**src/rtl/dff_slice_array.sv**
```systemverilog
// Register slice with parameterised data-source select, global/local set-reset,
// scan shift and an optional transparent-low latch mode.
module dff_slice_array #(
    parameter int unsigned       WIDTH     = 8,
    parameter logic [WIDTH-1:0]  SRVAL     = '0,
    parameter int unsigned       DSEL      = 0,
    parameter int unsigned       SYNCMODE  = 0,
    parameter int unsigned       DISGSR    = 0,
    parameter int unsigned       LATCHMODE = 0
) (
    input  logic             clk,
    input  logic             gsrn,
    input  logic             ce,
    input  logic             sr,
    input  logic             shift_en,
    input  logic             scan_in,
    input  logic [WIDTH-1:0] f,
    input  logic [WIDTH-1:0] di,
    input  logic [WIDTH-1:0] fx,
    output logic [WIDTH-1:0] q,
    output logic             scan_out,
    output logic             gsr_busy
);

    if (DSEL > 2) begin : g_bad_dsel
        $error("dff_slice_array: DSEL must be 0 (f), 1 (di) or 2 (fx)");
    end
    if (WIDTH < 2 || WIDTH > 64) begin : g_bad_width
        $error("dff_slice_array: WIDTH must be in the range 2 to 64");
    end

    localparam bit GSR_EN   = (DISGSR == 0);
    localparam bit SR_ASYNC = (SYNCMODE == 0);

    logic [1:0]       rel_q;
    logic [WIDTH-1:0] src;
    logic             arstN;
    logic             gsrHold;
    logic             unusedInputs;

    // Release synchroniser runs whatever DISGSR says; only its effect on q is gated.
    always_ff @(posedge clk or negedge gsrn) begin
        if (!gsrn) begin
            rel_q <= 2'b00;
        end else begin
            rel_q <= {rel_q[0], 1'b1};
        end
    end

    assign gsr_busy = ~rel_q[1];
    assign gsrHold  = GSR_EN && !rel_q[1];

    // Only the selected source reaches q, so X on the others cannot leak through.
    always_comb begin
        src = f;
        case (DSEL)
            1:       src = di;
            2:       src = fx;
            default: src = f;
        endcase
    end

    assign arstN        = ~((GSR_EN && !gsrn) || (SR_ASYNC && sr));
    assign unusedInputs = ^{f, di, fx, shift_en, scan_in};

    if (LATCHMODE == 0) begin : g_flop
        logic [WIDTH-1:0] q_d;
        logic [WIDTH-1:0] q_q;

        always_comb begin
            q_d = q_q;
            if (gsrHold || sr) begin
                q_d = SRVAL;
            end else if (shift_en) begin
                q_d = {q_q[WIDTH-2:0], scan_in};
            end else if (ce) begin
                q_d = src;
            end
        end

        always_ff @(posedge clk or negedge arstN) begin
            if (!arstN) begin
                q_q <= SRVAL;
            end else begin
                q_q <= q_d;
            end
        end

        assign q = q_q;
    end else begin : g_latch
        logic             latchEn;
        logic [WIDTH-1:0] q_d;
        logic [WIDTH-1:0] q_q;

        // Enable and value never depend on q itself, so the latch has no loop through it.
        always_comb begin
            latchEn = 1'b0;
            q_d     = src;
            if (gsrHold || sr) begin
                latchEn = 1'b1;
                q_d     = SRVAL;
            end else if (ce) begin
                latchEn = 1'b1;
                q_d     = src;
            end
        end

        always_latch begin
            if (!arstN) begin
                q_q = SRVAL;
            end else if (!clk && latchEn) begin
                q_q = q_d;
            end
        end

        assign q = q_q;
    end

    assign scan_out = q[WIDTH-1];

endmodule

```
**config.mk**
```make
export PLATFORM = sky130hd
export DESIGN_NAME = dff_slice_array
export DESIGN_NICKNAME = d
export VERILOG_FILES = /design/src/rtl/dff_slice_array.sv
export SDC_FILE = /design/constraint.sdc
export NUM_CORES = 1
export LEC_CHECK = 0
export CELL_PAD_IN_SITES_DETAIL_PLACEMENT = 0
export CELL_PAD_IN_SITES_GLOBAL_PLACEMENT = 1
export CORE_MARGIN = 3
export CORE_UTILIZATION = 22
export DETAILED_ROUTE_END_ITERATION = 8
export PLACE_DENSITY = 0.76
export SLEW_MARGIN = 30
export SYNTH_ARGS = -nofsm -noshare
export SYNTH_HDL_FRONTEND = slang
export SYNTH_SLANG_ARGS = --single-unit
```
**constraint.sdc**
```tcl
create_clock -name clk -period 1.2 [get_ports clk]
set_input_delay 0.36 -clock clk [delete_from_list [all_inputs] [get_ports clk]]
set_output_delay 0.36 -clock clk [all_outputs]
set_load 0.1 [all_outputs]
```
==> summary by stage <==
Placement
The detailed placement HPWL is roughly 950 um. Port buffering added 23 buffers. The routability-driven placement congestion ratio is ~0.76.

Power and ir drop
In this run the power density over the cells is 906.6 mW/mm^2. Summed over all nets, the switching power comes to between 200 and 300 uW. The relative contribution of combinational cells to total power is 29.7%.

The fraction of power consumed by sequential logic is a little under two fifths. The internal power summed over all cells is 671.0 uW. In this run the static leakage power is between 0.0004 and 0.0005 uW. The worst IR drop on VDD is ~0.00056 V. The total power is 951.7 uW. The switching power as a share of total power is approximately 29%. The clock network power share is 32.1%.

Synthesis
When the netlist entered floorplanning its net count stood at 73. Sequential elements use between 40% and 50% of the synthesized area. The share of synthesized area in the top cell type comes to about half. The most common cell in the synthesized netlist is sky130_fd_sc_hd__dfrtp_1. The mapped netlist covers just over 500 sq um. The number of warnings issued by yosys is 0. The synthesized design spends more area on one cell type than any other, namely sky130_fd_sc_hd__dfrtp_1. The share of synthesized flip-flops with an asynchronous set or reset is 100.0%. Yosys mapped a number of flops with a built-in enable equal to 0. Sorting the synthesized cells by area gives the leading types as sky130_fd_sc_hd__dfrtp_1, sky130_fd_sc_hd__mux2i_1, sky130_fd_sc_hd__o21ai_2. Sorting the synthesized cells by how often they occur yields sky130_fd_sc_hd__dfrtp_1, sky130_fd_sc_hd__mux2i_1, sky130_fd_sc_hd__nand2_1, sky130_fd_sc_hd__o21ai_2, sky130_fd_sc_hd__buf_6. The commonest register cell after synthesis is sky130_fd_sc_hd__dfrtp_1. The cell count after synthesis is 43. In this run, distinct cell masters in the synthesized netlist total 12. Synthesis inferred 10 register bits. Each instance of the synthesized netlist takes up on average about 12 sq um.

Detailed routing
The number of iterations in the first detailed-routing pass is 4. Across all layers, the routed design uses 458 vias. The average via count per standard cell is between 4 and 5.

The count of nets left with antenna violations after detail routing is 0. Summed over all layers, the routed wires come to about 1.3 mm. The wire length per cell is about 12 um.

The DRC violation count after routing is 0. The first routing iteration left 3 violations.

Clock tree
The H-tree depth reported by CTS is 1. In this run the deepest clock path goes through 2 buffers. The insertion delay to the later sink of the worst-skew pair is 0.27 ns. The tree built by TritonCTS fans out to 10 sinks. Clock tree synthesis inserted a total of 3 buffers. The CTS tree is yes. The root buffer cell is sky130_fd_sc_hd__clkbuf_4.

Clock-pin slew was measured on the worst setup and hold paths at roughly 0.060 ns.

Floorplanning
The floorplan has 16 rows. In this run the standard cell core region covers ~0.0021 sq mm. The effective utilization at floorplan is approximately a quarter. The horizontal die dimension is 54.17 um. The die covers slightly below 0.003 sq mm.

From bottom edge to top edge, the die measures between 50 and 60 um. Pin placement for this block handled 40 I/O pins.

Setup path
The worst setup path is launched from a flop. The delay of the slowest cell on the worst path is 0.39 ns. The startpoint-to-endpoint class of the critical path is reg2out. For this design, the slowest cell found on the critical path is sky130_fd_sc_hd__dfrtp_1. Data arrives at the worst endpoint at about 1 ns. The peak fanout along the critical path is 2. For flop-to-flop paths, the worst setup slack is around 0.02 ns.

The kind of end point of the critical path is a primary output. Traced cell by cell, the critical path runs through inv_2, buf_6, buf_12. The largest delay contributor family on the critical path is flip-flops. STA puts the critical path data required time at between 0.8 and 0.9 ns. The number of buffers and inverters on the critical path is 3.

Timing
The worst path uses 111.5% of the clock period. The highest clock frequency the design can meet is about 750 MHz. The least setup slack across all paths after layout is -0.1375 ns. Setup repair after global routing could not meet its margin everywhere. Setup violations remaining at the end of the flow were counted as 10. The final critical delay including setup and external delays is roughly 1.3 ns. The worst clock skew on the final layout is roughly 0.0076 ns. The max-slew violation count is 0. The number of failing hold endpoints at the final stage was 0.

GRT
The largest net degree at the start of global routing is 9. The all-layer global routing usage is between 10% and 20%. The total overflow left after global routing is 0. The first global-routing pass estimated roughly 2.2 mm of wire. The initial antenna violation count is 0. The via count of the first global-routing pass is between 400 and 500.

Finish
The number of diodes is 0. Relative to the synthesized area, the layout overhead comes to 105.6%. The number of filler instances in the final layout is 200. The number of nets at the end of the flow is 115. The share of final-layout standard cells stronger than drive strength 1 is between 60% and 70%.

The final standard cell utilization of the core is between 50% and 60%.

Run status
The flow ran to the end, but the final reports show violations. The checks that failed: negative setup slack.

Job
The number of violations of the max-capacitance limit is 0.

Worst hold path
The worst hold-check path type is in2async.
kinds of logic (layout without fill, tap and decap cells):
| logic type | count (synthesis) | count (layout) | synth area share, % |
|---|---|---|---|
| AOI/OAI and AO/OA | 8 | 8 | 13.73 |
| buffers and inverters | 4 | 45 | 6.617 |
| DFF | 10 | 10 | 49.02 |
| muxes | 8 | 8 | 15.69 |
| other | 1 | 1 | 0.7346 |
| and+or+nand+nor | 12 | 12 | 14.22 |
state kept, by name, summed over array words and instances (netlist names):
register,count
q,8
rel_q,2
per-layer routing:
layer / track usage [%] / routed length (um) / vias to the layer above
li1: - / - / 226
met1: 14.81 / 566 / 209
met2: 15.34 / 585 / 21
met3: 3.878 / 106 / 2
met4: 6.224 / 21 / 0
met5: 0 / 0 / -
worst paths after layout:
kind / from / end / cells after the start
max in group asynchronous: gsrn / q[0]$_DFFE_PP0P_ / 3
min in group clk: rel_q[0]$_DFF_PN0_ / rel_q[1]$_DFF_PN0_ / 0
hold reg to reg: rel_q[0]$_DFF_PN0_ / rel_q[1]$_DFF_PN0_ / 0
hold / removal: gsrn / rel_q[1]$_DFF_PN0_ / 1
setup / recovery: rel_q[1]$_DFF_PN0_ / gsr_busy / 3
setup reg to reg: rel_q[1]$_DFF_PN0_ / q[0]$_DFFE_PP0P_ / 4
metrics by stage:
step           std cells  hold slack, ns  worst slack [ns]  TNS, ns  instance area (sq um)
2_1_floorplan         43         0.06441           -0.3376   -3.022                  520.5
3_3_place_gp          99          0.3332           -0.4093   -3.242                  934.6
3_5_place_dp          99          0.3492           -0.4372   -3.443                  934.6
4_1_cts              109          0.2604           -0.1498  -0.5974                   1033
5_1_grt              111          0.2661           -0.1861  -0.9396                   1050
6_report             111          0.2727           -0.1375  -0.4802                   1050
cell usage in the layout (no fill, tap or decap), drive strengths merged:
master and count:
nand2 8, mux2i 8, dfrtp 10, conb 1
o21ai 8, nor2 1, dlygate4sd2 3, or3 1
nor2b 1, clkbuf 4, nor4b 1, clkdlybuf4s50 10
inv 1, buf 27
area by class of cell:
cell class / instances / area [sq um] / area share (%)
multi-input combinational: 29 / 234.0 / 22.29
tap: 27 / 33.78 / 3.218
timing repair buffer: 40 / 481.7 / 45.89
clock buffer: 4 / 36.28 / 3.456
sequential: 10 / 260.3 / 24.79
inverter: 1 / 3.754 / 0.3576
worst reg2reg max path: stages (launching register included):
cell	delay, ns
sky130_fd_sc_hd__dfrtp_1	0.36
sky130_fd_sc_hd__inv_2	0.05
sky130_fd_sc_hd__buf_4	0.12
sky130_fd_sc_hd__or3_4	0.44
sky130_fd_sc_hd__o21ai_2	0.14
power groups by stage:
| stage | clock network [uW] | logic (uW) | registers (uW) |
|---|---|---|---|
| final | 306 | 283 | 363 |
| after global routing | 336 | 297 | 365 |
| after CTS | 313 | 280 | 364 |
| after detailed placement | 0 | 266 | 371 |
| after global placement | 0 | 263 | 371 |
| after floorplan | 0 | 78.8 | 427 |
what timing repair did:
action / CTS / global route
gates cloned: 0 / 0
resized for setup: 10 / 1
setup endpoints to repair: 18 / 13
buffers inserted: 6 / 3
hold buffers: 0 / 0
pin swaps: 2 / 9
No activity file was read; power rests on OpenSTA's default activity.
